[config.mk]
export PLATFORM = sky130hd
export DESIGN_NAME = fp8_unpack_pipe_flat
export DESIGN_NICKNAME = d
export VERILOG_FILES = /design/src/rtl/fp8_unpack_if.sv /design/src/rtl/fp8_unpack_pipe.sv /design/src/flat_wrapper.sv
export SDC_FILE = /design/constraint.sdc
export NUM_CORES = 2
export LEC_CHECK = 0
export ABC_AREA = 0
export BUFFER_PORTS_ARGS = -buffer_cell sky130_fd_sc_hd__buf_2
export CAP_MARGIN = 20
export CORE_MARGIN = 5
export CORE_UTILIZATION = 31
export DETAILED_ROUTE_END_ITERATION = 8
export SLEW_MARGIN = 20
export SYNTH_ARGS = -nofsm -noshare
export SYNTH_HDL_FRONTEND = slang
export SYNTH_SLANG_ARGS = --single-unit
[constraint.sdc]
create_clock -name clk -period 3.9 [get_ports clk]
set_input_delay 0 -clock clk [delete_from_list [all_inputs] [get_ports clk]]
set_output_delay 0 -clock clk [all_outputs]
set_load 0.02 [all_outputs]
[src/rtl/fp8_unpack_if.sv]
// ---------------------------------------------------------------------------
// fp8_unpack_if
// Purpose : bundles the input and output valid/ready channels of the FP8
//           unpacker so that the source and the sink share one handle.
// Signals : in_valid/in_ready/in_fmt/in_data   - packed operand beat
//           out_valid/out_ready                - decoded beat handshake
//           out_sign/out_exp/out_mant          - per-lane decoded fields
//           out_zero/out_inf/out_nan/out_fmt   - per-lane class, beat format
// Modports: master - the testbench / fetch side that drives the operands and
//           accepts the results; slave - the unpacker itself.
// ---------------------------------------------------------------------------
interface fp8_unpack_if #(
  parameter int LANES = 36
);
  logic                 in_valid;
  logic                 in_ready;
  logic                 in_fmt;
  logic [LANES*8-1:0]   in_data;
  logic                 out_valid;
  logic                 out_ready;
  logic [LANES-1:0]     out_sign;
  logic [LANES*6-1:0]   out_exp;
  logic [LANES*4-1:0]   out_mant;
  logic [LANES-1:0]     out_zero;
  logic [LANES-1:0]     out_inf;
  logic [LANES-1:0]     out_nan;
  logic                 out_fmt;

  modport master (
    output in_valid, in_fmt, in_data, out_ready,
    input  in_ready, out_valid, out_sign, out_exp, out_mant,
           out_zero, out_inf, out_nan, out_fmt
  );

  modport slave (
    input  in_valid, in_fmt, in_data, out_ready,
    output in_ready, out_valid, out_sign, out_exp, out_mant,
           out_zero, out_inf, out_nan, out_fmt
  );
endinterface

[src/rtl/fp8_unpack_pipe.sv]
// ---------------------------------------------------------------------------
// fp8_unpack_pipe
// Purpose : two-stage pipelined unpacker for LANES packed FP8 operands
//           (E5M2 or OCP E4M3, chosen per beat). Stage 1 registers the raw
//           beat, stage 2 registers the decoded sign / unbiased exponent /
//           4-bit significand with hidden bit / class flags.
// Ports   : clk, rst_n (async, active low)
//           bus  - fp8_unpack_if.slave, input and output valid/ready channels
//           stats_clr, out_nan_cnt - only when FP8_UNPACK_STATS_EN is defined:
//           synchronous clear and saturating count of NaN lanes transferred.
// Config  : define FP8_UNPACK_STATS_EN to add the NaN-lane statistics counter.
// ---------------------------------------------------------------------------
module fp8_unpack_pipe #(
  parameter int LANES = 36
) (
  input  logic           clk,
  input  logic           rst_n,
  fp8_unpack_if.slave    bus
`ifdef FP8_UNPACK_STATS_EN
  ,
  input  logic           stats_clr,
  output logic [15:0]    out_nan_cnt
`endif
);

  typedef struct packed {
    logic       sign;
    logic [5:0] exp;
    logic [3:0] mant;
    logic       zero;
    logic       inf;
    logic       nan;
  } lane_t;

  // Decode one FP8 byte; fmt 0 = E5M2 (bias 15), 1 = E4M3 (bias 7).
  // Specials and zero leave exp/mant at 0 and keep the sign.
  function automatic lane_t decode_lane(input logic [7:0] b, input logic fmt);
    lane_t r;
    r      = '0;
    r.sign = b[7];
    if (fmt == 1'b0) begin
      if (b[6:0] == 7'd0) begin
        r.zero = 1'b1;
      end else if (b[6:2] == 5'd31) begin
        if (b[1:0] == 2'd0) begin
          r.inf = 1'b1;
        end else begin
          r.nan = 1'b1;
        end
      end else if (b[6:2] == 5'd0) begin
        r.exp  = 6'h32;                       // -14
        r.mant = {1'b0, b[1:0], 1'b0};
      end else begin
        r.exp  = {1'b0, b[6:2]} - 6'd15;
        r.mant = {1'b1, b[1:0], 1'b0};
      end
    end else begin
      // E4M3 has no infinity; only S.1111.111 is NaN.
      if (b[6:0] == 7'h7F) begin
        r.nan = 1'b1;
      end else if (b[6:0] == 7'd0) begin
        r.zero = 1'b1;
      end else if (b[6:3] == 4'd0) begin
        r.exp  = 6'h3A;                       // -6
        r.mant = {1'b0, b[2:0]};
      end else begin
        r.exp  = {2'b00, b[6:3]} - 6'd7;
        r.mant = {1'b1, b[2:0]};
      end
    end
    return r;
  endfunction

  logic                 v1_r;
  logic [LANES*8-1:0]   d1_r;
  logic                 f1_r;
  logic                 v2_r;
  logic                 ready2_s;
  logic                 in_ready_s;
  lane_t                lane_s;
  logic [LANES-1:0]     sign_s;
  logic [LANES*6-1:0]   exp_s;
  logic [LANES*4-1:0]   mant_s;
  logic [LANES-1:0]     zero_s;
  logic [LANES-1:0]     inf_s;
  logic [LANES-1:0]     nan_s;
  logic [LANES-1:0]     sign_r;
  logic [LANES*6-1:0]   exp_r;
  logic [LANES*4-1:0]   mant_r;
  logic [LANES-1:0]     zero_r;
  logic [LANES-1:0]     inf_r;
  logic [LANES-1:0]     nan_r;
  logic                 fmt_r;

  // Each stage is free when empty or when its downstream takes the beat.
  assign ready2_s   = !v2_r || bus.out_ready;
  assign in_ready_s = !v1_r || ready2_s;
  assign bus.in_ready = in_ready_s;

  // Stage 1: capture the raw beat and its format on an accepted input.
  always_ff @(posedge clk or negedge rst_n) begin
    if (!rst_n) begin
      v1_r <= 1'b0;
      d1_r <= '0;
      f1_r <= 1'b0;
    end else if (in_ready_s) begin
      v1_r <= bus.in_valid;
      if (bus.in_valid) begin
        d1_r <= bus.in_data;
        f1_r <= bus.in_fmt;
      end
    end
  end

  // Per-lane combinational decode of the stage-1 beat.
  always_comb begin
    lane_s = '0;
    sign_s = '0;
    exp_s  = '0;
    mant_s = '0;
    zero_s = '0;
    inf_s  = '0;
    nan_s  = '0;
    for (int i = 0; i < LANES; i++) begin
      lane_s           = decode_lane(d1_r[8*i +: 8], f1_r);
      sign_s[i]        = lane_s.sign;
      exp_s[6*i +: 6]  = lane_s.exp;
      mant_s[4*i +: 4] = lane_s.mant;
      zero_s[i]        = lane_s.zero;
      inf_s[i]         = lane_s.inf;
      nan_s[i]         = lane_s.nan;
    end
  end

  // Stage 2: register the decoded fields; holds while the sink stalls.
  always_ff @(posedge clk or negedge rst_n) begin
    if (!rst_n) begin
      v2_r   <= 1'b0;
      sign_r <= '0;
      exp_r  <= '0;
      mant_r <= '0;
      zero_r <= '0;
      inf_r  <= '0;
      nan_r  <= '0;
      fmt_r  <= 1'b0;
    end else if (ready2_s) begin
      v2_r <= v1_r;
      if (v1_r) begin
        sign_r <= sign_s;
        exp_r  <= exp_s;
        mant_r <= mant_s;
        zero_r <= zero_s;
        inf_r  <= inf_s;
        nan_r  <= nan_s;
        fmt_r  <= f1_r;
      end
    end
  end

  assign bus.out_valid = v2_r;
  assign bus.out_sign  = sign_r;
  assign bus.out_exp   = exp_r;
  assign bus.out_mant  = mant_r;
  assign bus.out_zero  = zero_r;
  assign bus.out_inf   = inf_r;
  assign bus.out_nan   = nan_r;
  assign bus.out_fmt   = fmt_r;

`ifdef FP8_UNPACK_STATS_EN
  function automatic logic [6:0] popcount(input logic [LANES-1:0] v);
    logic [6:0] c;
    c = 7'd0;
    for (int i = 0; i < LANES; i++) begin
      c = c + {6'd0, v[i]};
    end
    return c;
  endfunction

  logic [15:0] nan_cnt_r;
  logic [16:0] nan_sum_s;

  assign nan_sum_s   = {1'b0, nan_cnt_r} + {10'd0, popcount(nan_r)};
  assign out_nan_cnt = nan_cnt_r;

  // NaN-lane counter: clear wins, otherwise accumulate on transfer, saturating.
  always_ff @(posedge clk or negedge rst_n) begin
    if (!rst_n) begin
      nan_cnt_r <= 16'd0;
    end else if (stats_clr) begin
      nan_cnt_r <= 16'd0;
    end else if (v2_r && bus.out_ready) begin
      nan_cnt_r <= nan_sum_s[16] ? 16'hFFFF : nan_sum_s[15:0];
    end
  end
`endif

endmodule

[src/flat_wrapper.sv]
// flat-port wrapper written by rule: the top's interface ports become plain ports
module fp8_unpack_pipe_flat 
#(
  parameter int LANES = 36
)
  (clk, rst_n, bus_in_valid, bus_in_fmt, bus_in_data, bus_out_ready, bus_in_ready, bus_out_valid, bus_out_sign, bus_out_exp, bus_out_mant, bus_out_zero, bus_out_inf, bus_out_nan, bus_out_fmt);
  fp8_unpack_if #(.LANES(LANES)) bus_i ();
  input  logic clk;
  input  logic rst_n;
  input wire logic [$bits(bus_i.in_valid)-1:0] bus_in_valid;
  input wire logic [$bits(bus_i.in_fmt)-1:0] bus_in_fmt;
  input wire logic [$bits(bus_i.in_data)-1:0] bus_in_data;
  input wire logic [$bits(bus_i.out_ready)-1:0] bus_out_ready;
  output wire logic [$bits(bus_i.in_ready)-1:0] bus_in_ready;
  output wire logic [$bits(bus_i.out_valid)-1:0] bus_out_valid;
  output wire logic [$bits(bus_i.out_sign)-1:0] bus_out_sign;
  output wire logic [$bits(bus_i.out_exp)-1:0] bus_out_exp;
  output wire logic [$bits(bus_i.out_mant)-1:0] bus_out_mant;
  output wire logic [$bits(bus_i.out_zero)-1:0] bus_out_zero;
  output wire logic [$bits(bus_i.out_inf)-1:0] bus_out_inf;
  output wire logic [$bits(bus_i.out_nan)-1:0] bus_out_nan;
  output wire logic [$bits(bus_i.out_fmt)-1:0] bus_out_fmt;
  assign bus_i.in_valid = bus_in_valid;
  assign bus_i.in_fmt = bus_in_fmt;
  assign bus_i.in_data = bus_in_data;
  assign bus_i.out_ready = bus_out_ready;
  assign bus_in_ready = bus_i.in_ready;
  assign bus_out_valid = bus_i.out_valid;
  assign bus_out_sign = bus_i.out_sign;
  assign bus_out_exp = bus_i.out_exp;
  assign bus_out_mant = bus_i.out_mant;
  assign bus_out_zero = bus_i.out_zero;
  assign bus_out_inf = bus_i.out_inf;
  assign bus_out_nan = bus_i.out_nan;
  assign bus_out_fmt = bus_i.out_fmt;
  fp8_unpack_pipe #(.LANES(LANES)) u_core (.clk(clk), .rst_n(rst_n), .bus(bus_i));
endmodule
==> flow_metrics.tcl <==
set metrics [dict create \
    io_pins 800 \
    dieArea_um2 141100 \
    path_delay_family "simple AND/OR/NAND/NOR gates" \
    finalCritPeriodShare_pct 77.78 \
    grt_usage_pct 19.99 \
    cts_sinks 796 \
    grt_remaining_overflow 0 \
    post-route-util_pct 40.57 \
    syn_area_per_cell_um2 10.12 \
    fin_skew_ns 0.03957 \
    synthFlopType "dfrtp_1" \
    first_pass_iters 6 \
    area_delta_synth_final_pct 30.34 \
    crit_path_max_incr_delay_ns 0.67 \
    cts_tree "yes" \
    setup-tns-final_ns 0 \
    dr.first_iter.drc_count 2914 \
    path_class "flop to flop" \
    layout.nets 5612 \
    p_sw_mw 10.87 \
    initial_utilization_pct 31.13 \
    finalNonFillerCells 6989 \
    worst_path_max_delay_cell "nor2b_1" \
    critPathLaunchType "flop" \
    core_area_um2 133100 \
    ctsRootBufferMaster "clkbuf_16" \
    grt_antenna_before_repair 12 \
    drive_above_1_share_pct 27.18 \
    drv_slew 0 \
    worstMarginPinSlew_ns 1.103 \
    critPathMaxFanout 66 \
    path_buf_inv 1 \
    vias 36160 \
    status "completed" \
    via_per_inst 5.173 \
    route.antenna.remaining_nets 0 \
    dieWidth_um 375.6 \
    yosysSeqAreaShare_pct 48.07 \
    p_seq_share_pct 39.9 \
    min_path_type "input pin to flop" \
    p_sw_share_pct 36.81 \
    setup_slack_ns 0.8666 \
    p_per_area_nw_per_um2 546.9 \
    maxCapViolCount 0 \
    wirelength_um 145500 \
    end_kind "flop" \
    slew-limit-headroom_pct 26.49 \
    numCtsBuffers 92 \
    crit_chain "nor2b_1, nand2_1, nand2_8, buf_4, mux2_2" \
    grt_max_degree 137 \
    syn-cell-area_um2 41440 \
    yosysUniqueCellTypes 69 \
    async_flop_share_pct 100.0 \
    wl_per_cell_um 20.82 \
    pwr-share-comb_pct 29.2 \
    io_buffers 799 \
    place_ws_ns 0.7963 \
    route.detailed.drc 0 \
    grt_pass1_wl_um 222500 \
    synth_edf_count 0 \
    required_ns 4.47 \
    clk_pin_slew_ns 0.06 \
    total_leakage_power_nw 24.68 \
    place_congestion 0.9040 \
    arrival_ns 3.60 \
    yosys_warnings 0 \
    dp_hpwl_um 105000 \
    cts_resized 0 \
    synth_seq_cells 796 \
    postSynthCellCount 4093 \
    placed_cells 6455 \
    setup_violations 0 \
    cts.htree.levels 3 \
    rsz0062_at_grt "no" \
    clockBufferDepth 3 \
    ir_drop_mv 0.4594 \
    p_int_mw 18.67 \
    synth_nets 4566 \
    pwr-share-clk_pct 31.0 \
    insertion_delay_ns 0.71 \
    hold_viol 0 \
    placementRows 134 \
    finalCriticalPeriod_ns 3.033 \
    grt_pass1_vias 36260 \
    die_h_um 375.6 \
    max_freq_mhz 329.7 \
]
==> power groups by stage <==
stage	Clock [mW]	Sequential, mW	Combinational (mW)
global route	9.72	12.0	9.41
finish	9.15	11.8	8.62
floorplan	0	12.5	4.18
CTS	9.39	11.8	8.67
global placement	0	11.8	8.25
detailed placement	0	11.9	8.35
==> metal layers <==
layer  GRT usage [%]  vias to the layer above  wire [um]  part of all wire [%]
met5               0                        -         27                 0.019
met4           6.530                        4       4919                   3.4
li1                -                    16790          -                     -
met2           32.42                     1333      67650                    46
met3           5.404                      243      11590                   8.0
met1           25.96                    17780      61310                    42
==> layout by cell type (no fill, tap or decap), types with 116 or more instances in the layout <==
cell type and instances:
buf_2 798, dfrtp_1 795, nand2_1 560, dlygate4sd3_1 357
mux2_2 293, nor2_1 277, a21oi_1 205, ha_1 180
inv_1 143, nand3_1 125, o21ai_0 116
==> flip-flops by register name, summed over array words and instances, names as in the netlist <==
signal                cells
u_core.bus.out_inf       36
u_core.bus.out_fmt        1
u_core.d1_r             288
u_core.bus.out_zero      36
u_core.bus.out_sign      36
u_core.f1_r               1
u_core.bus.out_nan       36
u_core.v1_r               1
u_core.bus.out_valid      1
u_core.bus.out_exp      216
u_core.bus.out_mant     144
==> layout make-up <==
type / count / area (um2)
antenna: 8 / 20.02
clock buffer: 124 / 2633
clock inverter: 44 / 575.6
fill: 13000 / 79110
inverter: 144 / 543.0
multi-input combinational: 2872 / 19710
sequential: 796 / 19920
tap: 1768 / 2212
timing repair buffer: 1233 / 8393
==> final timing paths <==
kind / from / endpoint / slack [ns] / depth (start not counted)
worst max register to register: u_core.bus.out_valid$_DFFE_PN0P_ / u_core.d1_r[220]$_DFFE_PN0P_ / 0.87 / 5
worst max-delay path: u_core.bus.out_valid$_DFFE_PN0P_ / u_core.d1_r[220]$_DFFE_PN0P_ / 0.87 / 5
worst min-delay path: bus_in_data[12] / u_core.d1_r[12]$_DFFE_PN0P_ / 0.08 / 3
worst min register to register: u_core.d1_r[95]$_DFFE_PN0P_ / u_core.bus.out_sign[11]$_DFFE_PN0P_ / 0.46 / 2
min in group asynchronous: rst_n / u_core.bus.out_inf[3]$_DFFE_PN0P_ / 0.18 / 3
max in group asynchronous: rst_n / u_core.bus.out_exp[25]$_DFFE_PN0P_ / 3.11 / 3
==> through the flow <==
step	hold slack, ns	total power [mW]	cell area, um2
floorplan	-0.2956	16.64	41440
global placement	0.1033	20.10	47180
detailed placement	0.1044	20.23	47180
CTS	0.00001971	29.82	53990
global route	0.01613	31.10	54000
finish	0.07699	29.54	54010
==> worst reg2reg max path, cell delays in order (launching register included) <==
cell	delay, ns
dfrtp_1	0.35
nor2b_1	0.67
nand2_1	0.33
nand2_8	0.60
buf_4	0.55
mux2_2	0.42
==> cell usage after synthesis (16+ instances only) <==
cell type	instances	area, um2
nand2b_1	20	125.1
and3_1	48	300.3
a32o_1	31	310.3
o21ai_0	116	580.6
buf_2	82	410.4
or4_1	18	135.1
o22ai_1	29	181.4
buf_4	26	195.2
nor3_4	18	292.8
o31ai_1	88	660.6
nor2b_1	34	212.7
buf_1	22	82.58
nor3b_1	31	232.7
or4b_4	16	220.2
clkbuf_2	23	115.1
a32oi_1	20	175.2
a21oi_1	205	1026
and4_1	26	227.7
o2bb2ai_1	20	175.2
or3_1	54	337.8
xor2_1	57	499.2
a31o_2	19	166.4
nor3_1	107	535.5
o211ai_1	38	285.3
dfrtp_1	796	19920
xnor2_1	87	762.0
nor4b_1	21	183.9
nand3_1	126	630.6
a22oi_1	49	367.9
nor2_1	278	1044
a31oi_1	61	381.6
inv_1	143	536.8
ha_1	180	2252
a221o_1	20	200.2
mux2_2	293	3299
nand2_1	561	2106
and2_1	17	106.4
nand4_1	23	143.9
clkbuf_1	125	469.2
==> what timing repair did <==
item	4_1_cts	5_1_grt
setup buffers	0	0
hold endpoints to repair	714	0
hold buffers	358	0
==> kinds of logic (layout without fill, tap and decap cells) <==
group | count (synthesis) | count (layout) | synth area share (%)
mux | 293 | 293 | 7.962
simple gates | 1437 | 1437 | 17.58
xor+xnor | 144 | 144 | 3.043
flops | 796 | 796 | 48.07
buf+inv | 425 | 1545 | 4.456
fa+ha+maj | 180 | 180 | 5.435
other cells | 0 | 8 | 0
compound gates | 818 | 818 | 13.46
Power figures use the tool's default switching activity.
